**src/rtl/cnf_load_if.sv**
```systemverilog
// Load bus between the host literal stream, cnf_load_distributor and the per-core load ports.
// master: host stimulus and core readies; slave: the distributor itself.
interface cnf_load_if #(
  parameter int unsigned NUM_CORES = 4
) ();
  logic                 host_load_valid;
  logic [31:0]          host_load_literal;
  logic                 host_load_clause_end;
  logic                 host_load_ready;
  logic                 host_start;
  logic [NUM_CORES-1:0] core_load_valid;
  logic [31:0]          core_load_literal;
  logic                 core_load_clause_end;
  logic [NUM_CORES-1:0] core_load_ready;
  logic                 core_start;

  modport master (
    output host_load_valid, host_load_literal, host_load_clause_end, host_start, core_load_ready,
    input  host_load_ready, core_load_valid, core_load_literal, core_load_clause_end, core_start
  );

  modport slave (
    input  host_load_valid, host_load_literal, host_load_clause_end, host_start, core_load_ready,
    output host_load_ready, core_load_valid, core_load_literal, core_load_clause_end, core_start
  );
endinterface

```
**src/rtl/cnf_load_distributor.sv**
```systemverilog
// Buffers host DIMACS literals and delivers them to NUM_CORES clause load ports (broadcast or
// round-robin by clause). Optional open-clause check on host_start: CNF_LOAD_CLAUSE_CHECK_EN.
module cnf_load_distributor #(
  parameter int unsigned NUM_CORES            = 4,
  parameter int unsigned FIFO_DEPTH           = 8,
  parameter int unsigned MAX_VARS_PER_CORE    = 42,
  parameter int unsigned MAX_CLAUSES_PER_CORE = 104,
  parameter int unsigned MAX_LITS             = 416,
  parameter int unsigned MODE                 = 0
) (
  input  logic        clk,
  input  logic        rst,
  cnf_load_if.slave   bus,
  output logic        load_busy,
  output logic [31:0] clause_count,
  output logic [31:0] lit_count,
  output logic [31:0] max_var,
  output logic        err_bad_lit,
  output logic        err_overflow
);
  localparam int unsigned PtrW = (FIFO_DEPTH > 1) ? $clog2(FIFO_DEPTH) : 1;
  localparam int unsigned CntW = $clog2(FIFO_DEPTH + 1);
  localparam int unsigned TgtW = (NUM_CORES > 1) ? $clog2(NUM_CORES) : 1;

  typedef enum logic [1:0] {StLoad, StDrain, StDone} state_e;

  state_e               state_q, state_d;
  logic [31:0]          lit_mem_q [FIFO_DEPTH];
  logic [31:0]          lit_mem_d [FIFO_DEPTH];
  logic                 ce_mem_q  [FIFO_DEPTH];
  logic                 ce_mem_d  [FIFO_DEPTH];
  logic [PtrW-1:0]      wptr_q, wptr_d, rptr_q, rptr_d;
  logic [CntW-1:0]      count_q, count_d;
  logic [NUM_CORES-1:0] sent_q, sent_d;
  logic [TgtW-1:0]      tgt_q, tgt_d;
  // Core that receives the clause currently being pushed; fixed at 0 in broadcast mode.
  logic [TgtW-1:0]      push_tgt_q, push_tgt_d;
  logic [31:0]          core_cls_q [NUM_CORES];
  logic [31:0]          core_cls_d [NUM_CORES];
  logic [31:0]          core_lit_q [NUM_CORES];
  logic [31:0]          core_lit_d [NUM_CORES];
  logic [31:0]          lit_count_q, lit_count_d, clause_count_q, clause_count_d;
  logic [31:0]          max_var_q, max_var_d;
  logic                 err_bad_q, err_bad_d, err_ovf_q, err_ovf_d;
`ifdef CNF_LOAD_CLAUSE_CHECK_EN
  logic                 open_q, open_d;
`endif

  logic                 fifo_empty, fifo_full, xfer, lit_bad, push, pop;
  logic                 head_touched, last_unread, mark_prev, clause_inc, start_err;
  logic [31:0]          lit, lit_abs;
  logic                 ce;
  logic [NUM_CORES-1:0] accept;
  logic [PtrW-1:0]      last_ptr;

  assign fifo_empty = (count_q == '0);
  assign fifo_full  = (count_q == CntW'(FIFO_DEPTH));
  assign lit        = bus.host_load_literal;
  assign ce         = bus.host_load_clause_end;
  assign last_ptr   = wptr_q - 1'b1;

  assign bus.core_load_literal    = lit_mem_q[rptr_q];
  assign bus.core_load_clause_end = ce_mem_q[rptr_q];
  assign load_busy    = !fifo_empty || (sent_q != '0);
  assign clause_count = clause_count_q;
  assign lit_count    = lit_count_q;
  assign max_var      = max_var_q;
  assign err_bad_lit  = err_bad_q;
  assign err_overflow = err_ovf_q;

  always_comb begin
    state_d        = state_q;
    lit_mem_d      = lit_mem_q;
    ce_mem_d       = ce_mem_q;
    wptr_d         = wptr_q;
    rptr_d         = rptr_q;
    count_d        = count_q;
    sent_d         = sent_q;
    tgt_d          = tgt_q;
    push_tgt_d     = push_tgt_q;
    core_cls_d     = core_cls_q;
    core_lit_d     = core_lit_q;
    lit_count_d    = lit_count_q;
    clause_count_d = clause_count_q;
    max_var_d      = max_var_q;
    err_bad_d      = err_bad_q;
    err_ovf_d      = err_ovf_q;
    start_err      = 1'b0;
    accept         = '0;
    pop            = 1'b0;
    bus.core_load_valid = '0;
    bus.core_start      = 1'b0;

    // Delivery side
    if (MODE == 0) begin
      bus.core_load_valid = fifo_empty ? '0 : ~sent_q;
      accept = bus.core_load_valid & bus.core_load_ready;
      pop    = !fifo_empty && ((sent_q | accept) == {NUM_CORES{1'b1}});
      sent_d = pop ? '0 : (sent_q | accept);
    end else begin
      if (!fifo_empty) bus.core_load_valid[tgt_q] = 1'b1;
      accept = bus.core_load_valid & bus.core_load_ready;
      pop    = |accept;
      if (pop && ce_mem_q[rptr_q]) begin
        tgt_d = (tgt_q == TgtW'(NUM_CORES - 1)) ? '0 : tgt_q + 1'b1;
      end
    end

    // Host side
    bus.host_load_ready = (state_q == StLoad) && !fifo_full;
    xfer    = bus.host_load_valid && bus.host_load_ready;
    lit_abs = lit[31] ? (32'd0 - lit) : lit;
    lit_bad = (lit == 32'd0) || (lit == 32'h8000_0000) || (lit_abs > 32'(MAX_VARS_PER_CORE));
    push    = xfer && !lit_bad;
    // The dropped literal's clause_end may only land on a tail entry no core has touched yet.
    head_touched = pop || (sent_q != '0) || (accept != '0);
    last_unread  = (count_q > CntW'(1)) || ((count_q == CntW'(1)) && !head_touched);
    mark_prev    = xfer && lit_bad && ce && last_unread;
    clause_inc   = (push && ce) || mark_prev;

    if (xfer && lit_bad) err_bad_d = 1'b1;
    if (push) begin
      lit_mem_d[wptr_q] = lit;
      ce_mem_d[wptr_q]  = ce;
      wptr_d            = wptr_q + 1'b1;
      if (lit_count_q != '1) lit_count_d = lit_count_q + 32'd1;
      if (lit_abs > max_var_q) max_var_d = lit_abs;
    end
    if (mark_prev) ce_mem_d[last_ptr] = 1'b1;
    if (clause_inc && clause_count_q != '1) clause_count_d = clause_count_q + 32'd1;
    if (pop) rptr_d = rptr_q + 1'b1;
    if (push && !pop)      count_d = count_q + CntW'(1);
    else if (!push && pop) count_d = count_q - CntW'(1);

    // Per-core capacity accounting
    if (push && core_lit_q[push_tgt_q] >= 32'(MAX_LITS)) err_ovf_d = 1'b1;
    if (clause_inc && core_cls_q[push_tgt_q] >= 32'(MAX_CLAUSES_PER_CORE)) err_ovf_d = 1'b1;
    if (push && core_lit_q[push_tgt_q] != '1) begin
      core_lit_d[push_tgt_q] = core_lit_q[push_tgt_q] + 32'd1;
    end
    if (clause_inc && core_cls_q[push_tgt_q] != '1) begin
      core_cls_d[push_tgt_q] = core_cls_q[push_tgt_q] + 32'd1;
    end
    if (MODE != 0 && clause_inc) begin
      push_tgt_d = (push_tgt_q == TgtW'(NUM_CORES - 1)) ? '0 : push_tgt_q + 1'b1;
    end

`ifdef CNF_LOAD_CLAUSE_CHECK_EN
    open_d = open_q;
    if (push)           open_d = !ce;
    else if (mark_prev) open_d = 1'b0;
`endif

    case (state_q)
      StLoad: begin
        if (bus.host_start) begin
`ifdef CNF_LOAD_CLAUSE_CHECK_EN
          if (open_d) start_err = 1'b1;
          else        state_d = StDrain;
`else
          state_d = StDrain;
`endif
        end
      end
      StDrain: begin
        if (fifo_empty && sent_q == '0) begin
          bus.core_start = 1'b1;
          state_d        = StDone;
        end
      end
      StDone:  state_d = StDone;
      default: state_d = StLoad;
    endcase
    if (start_err) err_bad_d = 1'b1;
  end

  always_ff @(posedge clk) begin
    if (rst) begin
      state_q        <= StLoad;
      lit_mem_q      <= '{default: '0};
      ce_mem_q       <= '{default: 1'b0};
      wptr_q         <= '0;
      rptr_q         <= '0;
      count_q        <= '0;
      sent_q         <= '0;
      tgt_q          <= '0;
      push_tgt_q     <= '0;
      core_cls_q     <= '{default: '0};
      core_lit_q     <= '{default: '0};
      lit_count_q    <= '0;
      clause_count_q <= '0;
      max_var_q      <= '0;
      err_bad_q      <= 1'b0;
      err_ovf_q      <= 1'b0;
`ifdef CNF_LOAD_CLAUSE_CHECK_EN
      open_q         <= 1'b0;
`endif
    end else begin
      state_q        <= state_d;
      lit_mem_q      <= lit_mem_d;
      ce_mem_q       <= ce_mem_d;
      wptr_q         <= wptr_d;
      rptr_q         <= rptr_d;
      count_q        <= count_d;
      sent_q         <= sent_d;
      tgt_q          <= tgt_d;
      push_tgt_q     <= push_tgt_d;
      core_cls_q     <= core_cls_d;
      core_lit_q     <= core_lit_d;
      lit_count_q    <= lit_count_d;
      clause_count_q <= clause_count_d;
      max_var_q      <= max_var_d;
      err_bad_q      <= err_bad_d;
      err_ovf_q      <= err_ovf_d;
`ifdef CNF_LOAD_CLAUSE_CHECK_EN
      open_q         <= open_d;
`endif
    end
  end
endmodule

```
**src/flat_wrapper.sv**
```systemverilog
// flat-port wrapper written by rule: the top's interface ports become plain ports
module cnf_load_distributor_flat 
#(
  parameter int unsigned NUM_CORES            = 4,
  parameter int unsigned FIFO_DEPTH           = 8,
  parameter int unsigned MAX_VARS_PER_CORE    = 42,
  parameter int unsigned MAX_CLAUSES_PER_CORE = 104,
  parameter int unsigned MAX_LITS             = 416,
  parameter int unsigned MODE                 = 0
)
  (clk, rst, load_busy, clause_count, lit_count, max_var, err_bad_lit, err_overflow, bus_host_load_valid, bus_host_load_literal, bus_host_load_clause_end, bus_host_start, bus_core_load_ready, bus_host_load_ready, bus_core_load_valid, bus_core_load_literal, bus_core_load_clause_end, bus_core_start);
  cnf_load_if #(.NUM_CORES(NUM_CORES)) bus_i ();
  input  logic clk;
  input  logic rst;
  output logic load_busy;
  output logic [31:0] clause_count;
  output logic [31:0] lit_count;
  output logic [31:0] max_var;
  output logic err_bad_lit;
  output logic err_overflow;
  input wire logic [$bits(bus_i.host_load_valid)-1:0] bus_host_load_valid;
  input wire logic [$bits(bus_i.host_load_literal)-1:0] bus_host_load_literal;
  input wire logic [$bits(bus_i.host_load_clause_end)-1:0] bus_host_load_clause_end;
  input wire logic [$bits(bus_i.host_start)-1:0] bus_host_start;
  input wire logic [$bits(bus_i.core_load_ready)-1:0] bus_core_load_ready;
  output wire logic [$bits(bus_i.host_load_ready)-1:0] bus_host_load_ready;
  output wire logic [$bits(bus_i.core_load_valid)-1:0] bus_core_load_valid;
  output wire logic [$bits(bus_i.core_load_literal)-1:0] bus_core_load_literal;
  output wire logic [$bits(bus_i.core_load_clause_end)-1:0] bus_core_load_clause_end;
  output wire logic [$bits(bus_i.core_start)-1:0] bus_core_start;
  assign bus_i.host_load_valid = bus_host_load_valid;
  assign bus_i.host_load_literal = bus_host_load_literal;
  assign bus_i.host_load_clause_end = bus_host_load_clause_end;
  assign bus_i.host_start = bus_host_start;
  assign bus_i.core_load_ready = bus_core_load_ready;
  assign bus_host_load_ready = bus_i.host_load_ready;
  assign bus_core_load_valid = bus_i.core_load_valid;
  assign bus_core_load_literal = bus_i.core_load_literal;
  assign bus_core_load_clause_end = bus_i.core_load_clause_end;
  assign bus_core_start = bus_i.core_start;
  cnf_load_distributor #(.NUM_CORES(NUM_CORES), .FIFO_DEPTH(FIFO_DEPTH), .MAX_VARS_PER_CORE(MAX_VARS_PER_CORE), .MAX_CLAUSES_PER_CORE(MAX_CLAUSES_PER_CORE), .MAX_LITS(MAX_LITS), .MODE(MODE)) u_core (.clk(clk), .rst(rst), .bus(bus_i), .load_busy(load_busy), .clause_count(clause_count), .lit_count(lit_count), .max_var(max_var), .err_bad_lit(err_bad_lit), .err_overflow(err_overflow));
endmodule
```
**config.mk**
```make
export PLATFORM = sky130hd
export DESIGN_NAME = cnf_load_distributor_flat
export DESIGN_NICKNAME = d
export VERILOG_FILES = /design/src/rtl/cnf_load_if.sv /design/src/rtl/cnf_load_distributor.sv /design/src/flat_wrapper.sv
export SDC_FILE = /design/constraint.sdc
export NUM_CORES = 1
export LEC_CHECK = 0
export CAP_MARGIN = 30
export CORE_ASPECT_RATIO = 0.75
export CORE_MARGIN = 5
export CORE_UTILIZATION = 51
export DETAILED_ROUTE_END_ITERATION = 8
export PLACE_DENSITY = 0.77
export RECOVER_POWER = 25
export SYNTH_ARGS = -nofsm -noshare
export SYNTH_HDL_FRONTEND = slang
export SYNTH_SLANG_ARGS = --single-unit
export TNS_END_PERCENT = 20
```
**constraint.sdc**
```tcl
create_clock -name clk -period 5.8 [get_ports clk]
set_input_delay 1.16 -clock clk [delete_from_list [all_inputs] [get_ports clk]]
set_output_delay 1.16 -clock clk [all_outputs]
set_load 0.01 [all_outputs]
```
After elaboration in Yosys (flattened, before gate mapping)
Index checks and enable logic that the tools add are counted.
- flip-flop bits (word level): 442
- bits of input ports: 41
- output and inout bits: 138
- word-level logic and storage cells: 138
- add/sub/neg operators: 10
- order comparisons: 10
- eq/ne operators: 12
- muxes and demuxes: 27
- bitwise operators: 7
- reductions and logical operators: 44
- operator list (kind ; count):
    $bwmux 256 ; 1
    $add 32x1->32 const B ; 4
    $mux 32 ; 4
    $ne 32x32->1 const B ; 4
    $bmux 32 s3 ; 1
    $demux 32 s3 ; 1
    $eq 32x32->1 const B ; 1
    $ge 32x7->1 const B ; 1
    $ge 32x9->1 const B ; 1
    $gt 32x32->1 ; 1
    $gt 32x6->1 const B ; 1
    $logic_not 32->1 ; 1
    $sub 1x32->32 const A ; 1
    $logic_and 1x1->1 ; 19
    $mux 8 ; 2
    $ge 4x4->1 const B ; 3
    $mux 4 ; 3
    $not 3->4 ; 3
    $bwmux 8 ; 1
    $eq 4x4->1 const B ; 2
    $logic_not 4->1 ; 2
    $lt 4x1->1 const B ; 2
    $mux 1 ; 8
    $or 8x8->8 ; 1
    other kinds (24) ; 42

Logic depth before layout (Yosys ltp)
- depth after elaboration: 15
- gate-level depth with buffers: 20
- gate-level depth less buffers: 17

Worst setup path before layout
No wires, ideal clock.
- path kind: input to register
- start point: input bus_host_load_literal[0]
- end point: register u_core.count_q[2]
- setup time: 0.070 ns
- data arrival time: 5.550 ns
- setup slack: 0.180 ns
- stages on the path: 18
- buffers on the path: 5
- cell sequence: clkbuf_1 > inv_1 > ha_1 > or3b_4 > or4_4 > buf_6 > o31ai_1 > xnor2_1 > or4_1 > or3_1 > or3_1 > buf_6 > inv_2 > buf_6 > buf_2 > ha_1 > or3_1 > a21oi_1
- cells in the longest elaborated chain, start to end: 9
- ends and longest elaborated chain (item ; line ; source):
    from (decl) ; flat_wrapper.sv:22 ; input wire logic [$bits(bus_i.host_load_literal)-1:0] bus_host_load_literal;
    $sub 1x32->32 (*) ; cnf_load_distributor.sv:112 ; lit_abs = lit[31] ? (32'd0 - lit) : lit;
    $mux 32 (*) ; cnf_load_distributor.sv:112 ;
    via u_core.lit_abs[22] ; cnf_load_distributor.sv:51 ; logic [31:0] lit, lit_abs;
    $gt 32x6->1 (*) ; cnf_load_distributor.sv:113 ; lit_bad = (lit == 32'd0) || (lit == 32'h8000_0000) || (lit_abs > 32'(MAX_VARS_PER_CORE));
    $logic_or 1x1->1 (*) ; cnf_load_distributor.sv:113 ;
    $logic_not 1->1 (*) ; cnf_load_distributor.sv:114 ; push = xfer && !lit_bad;
    $logic_and 1x1->1 (*) ; cnf_load_distributor.sv:114 ;
    via u_core.push ; cnf_load_distributor.sv:49 ; logic fifo_empty, fifo_full, xfer, lit_bad, push, pop;
    $logic_not 1->1 ; cnf_load_distributor.sv:133 ; else if (!push && pop) count_d = count_q - CntW'(1);
    $logic_and 1x1->1 ; cnf_load_distributor.sv:133 ;
    $reduce_bool 2->1 (no source line) ; - ;
    to (signal assigned) ; cnf_load_distributor.sv:204 ; count_q <= count_d;
    to (decl) ; cnf_load_distributor.sv:33 ; logic [CntW-1:0] count_q, count_d;
Mark *: on every way through the listed nets, which the timed path passes. The rest lies on a longest branch.
A chain may end at the register's enable or synchronous reset.

Final worst setup path
- start point: input bus_host_load_literal[0]
- end point: register u_core.lit_count_q[27] (netlist: u_core.lit_count[27])
- cells in the longest elaborated chain, start to end: 7
- ends and longest elaborated chain (item ; line ; source):
    $sub 1x32->32 ; cnf_load_distributor.sv:112 ;
    $mux 32 ; cnf_load_distributor.sv:112 ;
    $gt 32x6->1 ; cnf_load_distributor.sv:113 ;
    $logic_or 1x1->1 (*) ; cnf_load_distributor.sv:113 ;
    $logic_not 1->1 (*) ; cnf_load_distributor.sv:114 ;
    $logic_and 1x1->1 (*) ; cnf_load_distributor.sv:114 ;
    $reduce_and 2->1 (no source line) (*) ; - ;
    to (signal assigned) ; cnf_load_distributor.sv:210 ; lit_count_q <= lit_count_d;
    to (decl) ; cnf_load_distributor.sv:42 ; logic [31:0] lit_count_q, lit_count_d, clause_count_q, clause_count_d;
Mark *: on every way between the ends. The rest lies on a longest branch, timed or not.

==> metrics.yaml <==
placement:
  port_buffers: 178
  place.gp.congestion: 0.952
  dp_hpwl_um: 35600
setup_path:
  start_kind: "input port"
  end_kind: "flop"
  critical_path_arrival_ps: 5960
  crit_type: "input port to flop"
  cp.required_ps: 6270
  crit_fanout: 10
  crit_start: "bus_host_load_literal[0]"
  r2r_start: "u_core.core_lit_q[99]"
power_and_ir_drop:
  p_comb_frac: 0.058
  total_power_w: 0.00624
  switching_share: 0.225
  clkPwrFrac: 0.454
  power_density_nw_per_um2: 253
  p_seq_frac: 0.489
  p_sw_w: 0.00140
  peakVddDrop_uv: 202
  p_leak_nw: 10.5
  intPower_w: 0.00484
routing:
  postRouteWirelength_um: 52500
  routedWlPerCell_um: 17.9
  antenna_left: 0
  drc: 0
  drt-initial-drc-count: 1547
  drt_pass1_iterations: 5
  via_per_inst: 5.84
  num_vias: 17200
clock_tree:
  cts_setup_buffers: 0
  cts_buffers: 43
  clk_pin_slew_ps: 60
  cts_sinks: 442
  holdBufCountCts: 0
  ctsLongestPathBuffers: 3
  cts_max_level: 2
  insertion_delay_ps: 560
  cts_root_buffer: "clkbuf_16"
  cts_resized: 0
  cts_tree: "yes"
timing:
  worst_pin_slew_ps: 1730
  hold_viol_final: 0
  setup_viol: 0
  period_share: 0.947
  tns_ps: 0
  maxSlewHeadroom: -0.154
  max_freq_mhz: 182
  slew_violations: 27
  fin_skew_ps: 15.8
  rsz0062_at_grt: "no"
  fin_crit_ps: 5490
global_routing:
  grt_pass1_vias: 16900
  gr-usage-all-layers: 0.231
  gr-total-overflow: 0
  antenna_found_initial: 0
  grt_pass1_wl_um: 85400
  grt_max_degree: 147
final_layout:
  syn2layout_area_growth_pct: 20.8
  nets: 2479
  n_antenna_cell: 0
  layout-drive-gt1-share: 0.130
  filler_cell_count: 3132
synthesis:
  yosysTopAreaCell: "dfxtp_1"
  ys_ff_latch: 442
  synth_area_leaders: "dfxtp_1 (43%), mux4_2 (7.3%), nand2_1 (5.7%)"
  ys_warn_count: 0
  synth_cell_types: 75
  synth_cells: 2212
  synthesis.area_sq_um: 20400
  yosysTopAreaCellShare: 0.434
  ys_async_sr_fraction: 0
  yosysSeqAreaShare: 0.434
  synth_nets: 2302
  synth-edff-count: 0
  yosys_most_used_dff: "dfxtp_1"
  avgSynthCellArea_sq_um: 9.22
floorplan:
  num_io_pins: 179
  fp.coreArea_sq_um: 39500
  die_area_sq_um: 44100
  core.rowCount: 63
  die_y_um: 183
  start_util: 0.517
  die_w_um: 241
run:
  max_cap_viol_count: 1
hold_path:
  hold_start: "u_core.lit_mem_q[187]"
  hold_class: "flop to flop"
status:
  violations: "capacitance limit, slew limit"
  status: "finished, violations left"
[worst max-delay path: stages]
cell and delay, ps:
clkdlybuf4s50_1 460, inv_1 110, ha_1 180, or3b_4 380, or4_4 530, o41ai_2 310, xnor2_1 130, or4_1 520
or3_1 460, or3_2 530, inv_2 210, buf_4 220, nand2_2 130, or4_1 450, a21oi_1 160
[cell families after synthesis]
| family | synth area share |
|---|---|
| XOR/XNOR | 0.0425 |
| adder cells (fa/ha/maj) | 0.0305 |
| buffers and inverters | 0.0426 |
| AND/OR/NAND/NOR | 0.209 |
| multiplexers | 0.115 |
| flip-flops | 0.434 |
| AO/OA/AOI/OAI | 0.127 |
[through the flow]
step	worst slack (ps)	utilization	instance area (sq um)	cells	hold slack (ps)
global route	110	0.624	24600	2942	452
CTS	397	0.624	24600	2941	441
global placement	-1.37	0.588	23200	2862	419
detailed placement	-148	0.588	23200	2863	431
finish	305	0.624	24600	2942	439
floorplan	180	-	20400	2212	410
[power by group through the flow]
| stage | combinational (W) | clock, W | sequential, W |
|---|---|---|---|
| floorplan | 0.000206 | 0 | 0.00312 |
| global placement | 0.000349 | 0 | 0.00312 |
| detailed placement | 0.000358 | 0 | 0.00312 |
| CTS | 0.000363 | 0.00288 | 0.00305 |
| global route | 0.000397 | 0.00302 | 0.00305 |
| finish | 0.000361 | 0.00283 | 0.00305 |
[state kept, by name, indices dropped and copies added, names as in the netlist, 4 cells and up]
register             cells
u_core.lit_mem_q       256
u_core.clause_count     32
u_core.core_cls_q       32
u_core.core_lit_q       32
u_core.lit_count        32
u_core.max_var          32
u_core.ce_mem_q          8
u_core.count_q           4
u_core.sent_q            4
[path summary, 6_finish.rpt]
check	to	slack [ps]	depth (start not counted)
worst max-delay path	u_core.lit_count[27]	310	15
worst min-delay path	u_core.lit_mem_q[187]	440	2
worst max register to register	u_core.core_lit_q[111]	2440	10
worst min register to register	u_core.lit_mem_q[187]	440	2
[routing by layer]
metal  global-route usage  wire [um]
met1                0.311      23000
met2                0.382      24800
met3               0.0451       3610
met4               0.0623       1170
met5                    0          0
[Yosys cell counts, types with 14 or more instances]
cell and instances:
or4_1 23, ha_1 49, o31ai_1 19, o211ai_1 14, mux2_2 45, a21o_1 139, xor2_1 24, nor2b_1 18
nor3_1 72, mux2i_1 34, nand3_1 61, o21ai_0 58, xnor2_1 75, mux4_2 66, nand4_1 32, nor2_1 166
nand2_1 312, nor4_1 37, clkbuf_1 91, buf_2 25, or3_1 49, and3_1 33, dfxtp_1 442, buf_1 14
inv_1 68, a21oi_1 113
[final cells by class]
class,instances,area (sq um),area share
clock buffer,62,1260,0.0511
clock inverter,16,175,0.00711
inverter,70,263,0.0107
multi-input combinational,1561,10700,0.435
sequential,442,8850,0.359
tap,520,651,0.0264
timing repair buffer,271,2730,0.111
[cell usage in the layout (no fill, tap or decap), types with 19 or more instances in the layout]
cell / instances
mux2_2: 45
dlygate4sd3_1: 118
a21o_1: 139
mux2i_1: 34
or3_1: 48
buf_12: 20
dfxtp_1: 442
and3_1: 33
mux4_2: 66
nand3_1: 61
ha_1: 49
o21ai_0: 57
clkbuf_16: 44
o31ai_1: 19
clkdlybuf4s50_1: 59
nand4_1: 32
xnor2_1: 75
inv_1: 68
nor2_1: 163
nor4_1: 36
xor2_1: 24
nor3_1: 72
nand2_1: 312
or4_1: 23
buf_4: 68
a21oi_1: 113
No activity file was read; power rests on OpenSTA's default activity.
